[config.mk]
export PLATFORM = sky130hd
export DESIGN_NAME = uart_host_bridge_flat
export DESIGN_NICKNAME = d
export VERILOG_FILES = /design/src/rtl/uart_host_bridge_if.sv /design/src/rtl/uart_host_bridge.sv /design/src/flat_wrapper.sv
export SDC_FILE = /design/constraint.sdc
export NUM_CORES = 1
export LEC_CHECK = 0
export ABC_CLOCK_PERIOD_IN_PS = 1970
export CAP_MARGIN = 10
export CORE_MARGIN = 2
export CORE_UTILIZATION = 45
export DETAILED_ROUTE_END_ITERATION = 7
export PLACE_DENSITY = 0.8
export SLEW_MARGIN = 20
export SYNTH_ARGS = -nofsm -noshare
export SYNTH_HDL_FRONTEND = slang
export SYNTH_SLANG_ARGS = --single-unit
[constraint.sdc]
create_clock -name CLK -period 1.97 [get_ports CLK]
set_input_delay 0.4925 -clock CLK [delete_from_list [all_inputs] [get_ports CLK]]
set_output_delay 0.4925 -clock CLK [all_outputs]
set_load 0.02 [all_outputs]
[src/rtl/uart_host_bridge_if.sv]
// uart_host_bridge_if
//   Groups the three buses the bridge sits between:
//     S_*  host -> bridge byte stream (bytes to transmit)
//     M_*  bridge -> host byte stream (received bytes plus error flag)
//     U_*  bridge <-> UART strobe/data/status bus (strobes active-low)
//   Modports:
//     master : the bridge (accepts S, drives M, drives the UART strobes)
//     slave  : the environment (host plus UART)
interface uart_host_bridge_if;
    logic [7:0] S_TDATA;
    logic       S_TVALID;
    logic       S_TREADY;

    logic [7:0] M_TDATA;
    logic       M_TERR;
    logic       M_TVALID;
    logic       M_TREADY;

    logic       U_CSN;
    logic       U_WEN;
    logic       U_OEN;
    logic [7:0] U_WDATA;
    logic [7:0] U_RDATA;
    logic       U_TXRDY;
    logic       U_RXRDY;
    logic       U_PARITY_ERR;
    logic       U_FRAMING_ERR;
    logic       U_OVERFLOW;

    modport master (
        input  S_TDATA, S_TVALID,
        output S_TREADY,
        output M_TDATA, M_TERR, M_TVALID,
        input  M_TREADY,
        output U_CSN, U_WEN, U_OEN, U_WDATA,
        input  U_RDATA, U_TXRDY, U_RXRDY, U_PARITY_ERR, U_FRAMING_ERR, U_OVERFLOW
    );

    modport slave (
        output S_TDATA, S_TVALID,
        input  S_TREADY,
        input  M_TDATA, M_TERR, M_TVALID,
        output M_TREADY,
        input  U_CSN, U_WEN, U_OEN, U_WDATA,
        output U_RDATA, U_TXRDY, U_RXRDY, U_PARITY_ERR, U_FRAMING_ERR, U_OVERFLOW
    );
endinterface

[src/rtl/uart_host_bridge.sv]
// uart_host_bridge
//   Bridges a host byte-stream pair onto a strobe-based UART register port.
//   One UART access at a time: a write (WR, 1 cycle) or a read (RD for
//   RD_CYC cycles, then CAP to capture the byte), each followed by SETTLE
//   idle cycles before the UART status is sampled again. Reads and writes
//   contending in the same IDLE cycle are served round-robin.
//   Ports:
//     CLK        rising-edge clock
//     RESET      synchronous active-high reset
//     bus        uart_host_bridge_if.master (S stream in, M stream out, UART bus)
//     CLR_STATS  synchronous clear of OVF_CNT/ERR_CNT (wins over increments)
//     OVF_CNT    saturating count of U_OVERFLOW rising edges
//     ERR_CNT    saturating count of bytes popped with M_TERR=1
module uart_host_bridge #(
    parameter int SETTLE_CYC = 2,  // legal 1..7
    parameter int RD_CYC     = 1   // legal 1..3
) (
    input  logic                 CLK,
    input  logic                 RESET,
    uart_host_bridge_if.master   bus,
    input  logic                 CLR_STATS,
    output logic [7:0]           OVF_CNT,
    output logic [7:0]           ERR_CNT
);

    typedef enum logic [2:0] {
        IDLE,
        WR,
        RD,
        CAP,
        SETTLE
    } state_t;

    localparam logic [2:0] RD_LAST     = 3'(RD_CYC - 1);
    localparam logic [2:0] SETTLE_LAST = 3'(SETTLE_CYC - 1);

    state_t     state_q, state_nxt;
    logic [2:0] cnt_q;          // cycles spent in the current RD/SETTLE visit
    logic       last_wr_q;      // 1: the last grant was a write
    logic       csn_q, wen_q, oen_q;
    logic [7:0] wdata_q;
    logic [7:0] m_data_q;
    logic       m_err_q;
    logic       m_valid_q;
    logic       ovf_q;
    logic [7:0] ovf_cnt_q, err_cnt_q;

    logic       rd_pend, wr_pend;
    logic       grant_rd, grant_wr;
    logic       m_pop;

    // A read may only start if the M register will be free when CAP loads it;
    // with a single access outstanding nothing else can refill M meanwhile.
    assign m_pop   = m_valid_q && bus.M_TREADY;
    assign rd_pend = bus.U_RXRDY && (!m_valid_q || bus.M_TREADY);
    assign wr_pend = bus.S_TVALID && bus.U_TXRDY;

    always_comb begin
        // NOTE: every variable gets a default before the case, so no path
        // leaves one unassigned and no latch is inferred.
        state_nxt = state_q;
        grant_rd  = 1'b0;
        grant_wr  = 1'b0;
        case (state_q)
            IDLE: begin
                // On contention the class not served last wins.
                if (rd_pend && (!wr_pend || last_wr_q)) begin
                    grant_rd  = 1'b1;
                    state_nxt = RD;
                end else if (wr_pend) begin
                    grant_wr  = 1'b1;
                    state_nxt = WR;
                end
            end
            WR:      state_nxt = SETTLE;
            RD:      if (cnt_q == RD_LAST) state_nxt = CAP;
            CAP:     state_nxt = SETTLE;
            SETTLE:  if (cnt_q == SETTLE_LAST) state_nxt = IDLE;
            default: state_nxt = IDLE;
        endcase
    end

    // The write handshake is only offered outside reset so no byte can be
    // consumed by a cycle whose effects the reset discards.
    assign bus.S_TREADY = grant_wr && !RESET;

    always_ff @(posedge CLK) begin
        // NOTE: sequential state uses non-blocking assignments so every
        // register samples the pre-edge values regardless of statement order.
        if (RESET) begin
            state_q   <= IDLE;
            cnt_q     <= 3'd0;
            last_wr_q <= 1'b1;
            csn_q     <= 1'b1;
            wen_q     <= 1'b1;
            oen_q     <= 1'b1;
            wdata_q   <= 8'h00;
            m_data_q  <= 8'h00;
            m_err_q   <= 1'b0;
            m_valid_q <= 1'b0;
        end else begin
            state_q <= state_nxt;
            cnt_q   <= (state_nxt != state_q || state_q == IDLE) ? 3'd0 : cnt_q + 3'd1;

            // Strobes are registered from the next state so they line up
            // exactly with the WR/RD state cycles.
            csn_q <= !(state_nxt == WR || state_nxt == RD);
            wen_q <= (state_nxt != WR);
            oen_q <= (state_nxt != RD);

            if (grant_wr) begin
                wdata_q   <= bus.S_TDATA;
                last_wr_q <= 1'b1;
            end else if (grant_rd) begin
                last_wr_q <= 1'b0;
            end

            // A CAP load replaces a byte popped in the same cycle.
            if (state_q == CAP) begin
                m_data_q  <= bus.U_RDATA;
                m_err_q   <= bus.U_PARITY_ERR | bus.U_FRAMING_ERR;
                m_valid_q <= 1'b1;
            end else if (m_pop) begin
                m_valid_q <= 1'b0;
            end
        end
    end

    always_ff @(posedge CLK) begin
        if (RESET) begin
            ovf_q     <= 1'b0;
            ovf_cnt_q <= 8'h00;
            err_cnt_q <= 8'h00;
        end else begin
            ovf_q <= bus.U_OVERFLOW;
            if (CLR_STATS) begin
                ovf_cnt_q <= 8'h00;
                err_cnt_q <= 8'h00;
            end else begin
                if (bus.U_OVERFLOW && !ovf_q && ovf_cnt_q != 8'hFF)
                    ovf_cnt_q <= ovf_cnt_q + 8'd1;
                if (m_pop && m_err_q && err_cnt_q != 8'hFF)
                    err_cnt_q <= err_cnt_q + 8'd1;
            end
        end
    end

    assign bus.U_CSN    = csn_q;
    assign bus.U_WEN    = wen_q;
    assign bus.U_OEN    = oen_q;
    assign bus.U_WDATA  = wdata_q;
    assign bus.M_TDATA  = m_data_q;
    assign bus.M_TERR   = m_err_q;
    assign bus.M_TVALID = m_valid_q;
    assign OVF_CNT      = ovf_cnt_q;
    assign ERR_CNT      = err_cnt_q;

endmodule

[src/flat_wrapper.sv]
// flat-port wrapper written by rule: the top's interface ports become plain ports
module uart_host_bridge_flat 
#(
    parameter int SETTLE_CYC = 2,               
    parameter int RD_CYC     = 1                
)
  (CLK, RESET, CLR_STATS, OVF_CNT, ERR_CNT, bus_S_TDATA, bus_S_TVALID, bus_S_TREADY, bus_M_TDATA, bus_M_TERR, bus_M_TVALID, bus_M_TREADY, bus_U_CSN, bus_U_WEN, bus_U_OEN, bus_U_WDATA, bus_U_RDATA, bus_U_TXRDY, bus_U_RXRDY, bus_U_PARITY_ERR, bus_U_FRAMING_ERR, bus_U_OVERFLOW);
  uart_host_bridge_if bus_i ();
  input  logic CLK;
  input  logic RESET;
  input  logic CLR_STATS;
  output logic [7:0] OVF_CNT;
  output logic [7:0] ERR_CNT;
  input wire logic [$bits(bus_i.S_TDATA)-1:0] bus_S_TDATA;
  input wire logic [$bits(bus_i.S_TVALID)-1:0] bus_S_TVALID;
  output wire logic [$bits(bus_i.S_TREADY)-1:0] bus_S_TREADY;
  output wire logic [$bits(bus_i.M_TDATA)-1:0] bus_M_TDATA;
  output wire logic [$bits(bus_i.M_TERR)-1:0] bus_M_TERR;
  output wire logic [$bits(bus_i.M_TVALID)-1:0] bus_M_TVALID;
  input wire logic [$bits(bus_i.M_TREADY)-1:0] bus_M_TREADY;
  output wire logic [$bits(bus_i.U_CSN)-1:0] bus_U_CSN;
  output wire logic [$bits(bus_i.U_WEN)-1:0] bus_U_WEN;
  output wire logic [$bits(bus_i.U_OEN)-1:0] bus_U_OEN;
  output wire logic [$bits(bus_i.U_WDATA)-1:0] bus_U_WDATA;
  input wire logic [$bits(bus_i.U_RDATA)-1:0] bus_U_RDATA;
  input wire logic [$bits(bus_i.U_TXRDY)-1:0] bus_U_TXRDY;
  input wire logic [$bits(bus_i.U_RXRDY)-1:0] bus_U_RXRDY;
  input wire logic [$bits(bus_i.U_PARITY_ERR)-1:0] bus_U_PARITY_ERR;
  input wire logic [$bits(bus_i.U_FRAMING_ERR)-1:0] bus_U_FRAMING_ERR;
  input wire logic [$bits(bus_i.U_OVERFLOW)-1:0] bus_U_OVERFLOW;
  assign bus_i.S_TDATA = bus_S_TDATA;
  assign bus_i.S_TVALID = bus_S_TVALID;
  assign bus_S_TREADY = bus_i.S_TREADY;
  assign bus_M_TDATA = bus_i.M_TDATA;
  assign bus_M_TERR = bus_i.M_TERR;
  assign bus_M_TVALID = bus_i.M_TVALID;
  assign bus_i.M_TREADY = bus_M_TREADY;
  assign bus_U_CSN = bus_i.U_CSN;
  assign bus_U_WEN = bus_i.U_WEN;
  assign bus_U_OEN = bus_i.U_OEN;
  assign bus_U_WDATA = bus_i.U_WDATA;
  assign bus_i.U_RDATA = bus_U_RDATA;
  assign bus_i.U_TXRDY = bus_U_TXRDY;
  assign bus_i.U_RXRDY = bus_U_RXRDY;
  assign bus_i.U_PARITY_ERR = bus_U_PARITY_ERR;
  assign bus_i.U_FRAMING_ERR = bus_U_FRAMING_ERR;
  assign bus_i.U_OVERFLOW = bus_U_OVERFLOW;
  uart_host_bridge #(.SETTLE_CYC(SETTLE_CYC), .RD_CYC(RD_CYC)) u_core (.CLK(CLK), .RESET(RESET), .bus(bus_i), .CLR_STATS(CLR_STATS), .OVF_CNT(OVF_CNT), .ERR_CNT(ERR_CNT));
endmodule
==> run metrics <==
run status=completed; root buffer cell=sky130_fd_sc_hd__clkbuf_8; number of buffer cells added on primary ports=63; fraction of the cycle the final worst path needs=96.4%; total leakage power=1.09 nW; Clk pin slew, worst setup/hold paths=approximately 0.090 ns; total DRC errors in the routed layout=0; sequential cell area fraction in the yosys report=47.4%; clock insertion delay at the later pin of the skew report=slightly below 0.3 ns; transition time at the pin with the least slew margin=0.422 ns; total power after layout=around 1.8 mW; sort of element at the end of the critical path=output port; H-tree depth reported by CTS=2; Register-to-Register Path Depth=5; Sum Neg Setup Slack=0 ns; FF-to-FF Start=u_core.ERR_CNT[0]; register-to-register setup slack=around 0.29 ns; number of enable flip-flop cells after synthesis=0; Inst Count DP=between 300 and 400; TritonCTS clock tree=built; Data arrival, critical path=1.41 ns; Boundary Pins=64; number of search-and-repair iterations in the first detailed-routing pass=4; detailed placer's ending HPWL=approximately 3.0 mm; number of routed nets with antenna violations=0; Worst Hold Path EP=u_core.cnt_q[0]; share of synthesized flip-flops with an asynchronous set or reset=0%; Clock Skew=0.00771 ns; maximum number of pins on one net before global-route repair=17; time the final worst path needs with I/O delays and setup=between 1.5 and 2 ns; starting utilization of the core area=between 40% and 50%; critical path data required time=1.48 ns; Final Net Count=301; start point of the worst min-delay path=u_core.cnt_q[0]; max-slew violations=0; CTS buffer count=5; areal power density over the cells=647 nW/um^2; total standard cell area after synthesis=approximately 1900 um^2; vias in the first global route=1,469; Chip Width=69.0 um; hold-critical path depth=1; most used flip-flop cell after synthesis=sky130_fd_sc_hd__dfxtp_1; Syn Inst Count=roughly 190; worst path cell trace=buf_4 > clkdlybuf4s50_1; WS Path Type=reg -> out; height of the die=69.0 um; Detailed Route WL=around 4 mm; net count after synthesis=around 220; # hold bufs at CTS=0; Avg Inst Size Synth=9.95 um^2; total inserted antenna cells=0; setup slack after layout=about 0.071 ns; layout-stage area growth over the synthesis result=44.4%; WL/cell=roughly 13 um; destination of the worst register-to-register timing path=u_core.ERR_CNT[1]; post-synthesis sequential element count=45; initial antenna violation count=0; placed cell areas=2640 um^2; first-iteration detailed-routing DRC count=between 90 and 100; area of the core=slightly above 4000 um^2; number of standard cells in the final layout excluding fillers=between 300 and 400; type of the worst min-delay path=reg -> reg; unrepaired setup endpoints after global routing=no; synthesis warning total=0; number of clock sinks seen by CTS=45; Max Fanout on Critical Path=3; worst hold slack across all endpoints=about 0.48 ns; kind of start point of the critical path=flop; row count=23; first-pass GRT wire length=6.45 mm; Critical Path Max Stage Delay=about 0.60 ns; number of hold violations in the final report=0; total via count in the routed design=between 1.5k and 2k; Worst slew margin=between 70% and 80%; peak clock frequency supported by timing=527 MHz; number of maximum-capacitance constraint violations=0; Unique masters post-synth=39; pre-CTS setup slack=-0.711 ns; die area=~4800 um^2; fraction of layout cells with a size suffix above 1=17.0%; final non-filler cell area=about 2700 um^2; highest ir drop seen on vdd=about 0.52 mV; # setup viols final=0; Longest Clk Path Bufs=2; Slowest cell on crit path=sky130_fd_sc_hd__clkdlybuf4s50_1; GRT Util Overall=about 18%; gpl congestion=0.784; Post-Route Utilization=a little under 70%; average via count per standard cell=~5.2; final global-route overflow total=0
[per-layer routing]
metal  vias to the layer above  wire length (um)  global-route usage (%)
met5                         -                 0                       0
met4                         0                30                    5.88
met3                         4               312                    6.17
met2                        61              1910                    28.8
met1                       773              1770                    23.0
li1                        828                 -                       -
[flip-flops by register name, indices dropped and copies added (netlist names), 3 cells and up]
signal,flops
u_core.cnt_q,3
u_core.OVF_CNT,8
u_core.bus.M_TDATA,8
u_core.ERR_CNT,8
u_core.state_q,3
u_core.bus.U_WDATA,8
[synthesized netlist by cell type, types with 2 or more instances]
| cell type | instances | share of area (%) |
|---|---|---|
| sky130_fd_sc_hd__a2111oi_2 | 2 | 1.6 |
| sky130_fd_sc_hd__a21oi_1 | 8 | 2.1 |
| sky130_fd_sc_hd__a22o_2 | 8 | 4.2 |
| sky130_fd_sc_hd__and3_1 | 2 | 0.66 |
| sky130_fd_sc_hd__clkbuf_1 | 3 | 0.59 |
| sky130_fd_sc_hd__dfxtp_1 | 45 | 47 |
| sky130_fd_sc_hd__ha_1 | 5 | 3.3 |
| sky130_fd_sc_hd__inv_1 | 9 | 1.8 |
| sky130_fd_sc_hd__mux2i_1 | 13 | 6.8 |
| sky130_fd_sc_hd__nand2_1 | 10 | 2.0 |
| sky130_fd_sc_hd__nand3_1 | 4 | 1.1 |
| sky130_fd_sc_hd__nand4_1 | 6 | 2.0 |
| sky130_fd_sc_hd__nor2_1 | 30 | 5.9 |
| sky130_fd_sc_hd__nor2b_1 | 3 | 0.99 |
| sky130_fd_sc_hd__nor3_1 | 3 | 0.79 |
| sky130_fd_sc_hd__o211ai_1 | 4 | 1.6 |
| sky130_fd_sc_hd__o21ai_0 | 4 | 1.1 |
| sky130_fd_sc_hd__or3_1 | 3 | 0.99 |
| sky130_fd_sc_hd__xnor2_1 | 4 | 1.8 |
| sky130_fd_sc_hd__xor2_1 | 6 | 2.8 |
[cell type report]
cell class                      count  area [um^2]
Fill cell                         348         1280
Multi-Input combinational cell    131          926
Sequential cell                    45          901
Timing Repair Buffer               78          738
Clock buffer                        7         76.3
Tap cell                           50         62.6
Inverter                            9         33.8
Clock inverter                      1         7.51
[cells by family after synthesis]
group | share of synthesized area, %
simple gates | 18.4
flops | 47.4
compound gates | 15.1
buf+inv | 4.28
mux | 6.85
xor+xnor | 4.61
fa+ha+maj | 3.29
[worst max-delay path by stage]
stage	end	slack [ns]	depth (start not counted)	start
floorplan	bus_S_TREADY	0.19	4	bus_M_TREADY
global placement	bus_S_TREADY	-0.71	5	bus_M_TREADY
detailed placement	bus_S_TREADY	-0.71	5	bus_M_TREADY
CTS	bus_S_TREADY	0.005	5	bus_M_TREADY
global route	OVF_CNT[7]	0.01	1	u_core.OVF_CNT[7]
finish	bus_M_TVALID	0.07	2	u_core.bus.M_TVALID
[worst max-delay path: cells and delay by family (launching register included)]
kind,cells,cell delay [ns]
DFF,1,0.38
buffers and inverters,2,0.73
[power breakdown]
group	total, mW	switching [mW]	internal, mW
registers	0.964	0.0222	0.942
clock network	0.553	0.301	0.251
logic	0.261	0.117	0.144
total	1.78	0.440	1.34
[cells in the final DEF, fill, tap and decap left out, types with 2 or more instances in the layout]
master                            count
sky130_fd_sc_hd__clkdlybuf4s50_1     57
sky130_fd_sc_hd__and3_1               2
sky130_fd_sc_hd__xor2_1               6
sky130_fd_sc_hd__nand4_1              6
sky130_fd_sc_hd__nand2_1              9
sky130_fd_sc_hd__nor3_1               2
sky130_fd_sc_hd__nor2b_1              3
sky130_fd_sc_hd__o21ai_0              4
sky130_fd_sc_hd__mux2i_1             13
sky130_fd_sc_hd__nand3_1              4
sky130_fd_sc_hd__ha_1                 5
sky130_fd_sc_hd__a22o_2               8
sky130_fd_sc_hd__clkbuf_1             2
sky130_fd_sc_hd__or3_1                3
sky130_fd_sc_hd__clkbuf_8             5
sky130_fd_sc_hd__a2111oi_2            2
sky130_fd_sc_hd__nor2_1              30
sky130_fd_sc_hd__dlygate4sd2_1        3
sky130_fd_sc_hd__xnor2_1              4
sky130_fd_sc_hd__a21oi_1              8
sky130_fd_sc_hd__inv_1                9
sky130_fd_sc_hd__o211ai_1             4
sky130_fd_sc_hd__dfxtp_1             45
sky130_fd_sc_hd__buf_4               15
[repair_timing]
item	CTS	global route
buffers inserted	1	2
pin swaps	2	3
resized for setup	12	3
setup endpoints to repair	1	1
(Power assumes the default switching activity.)
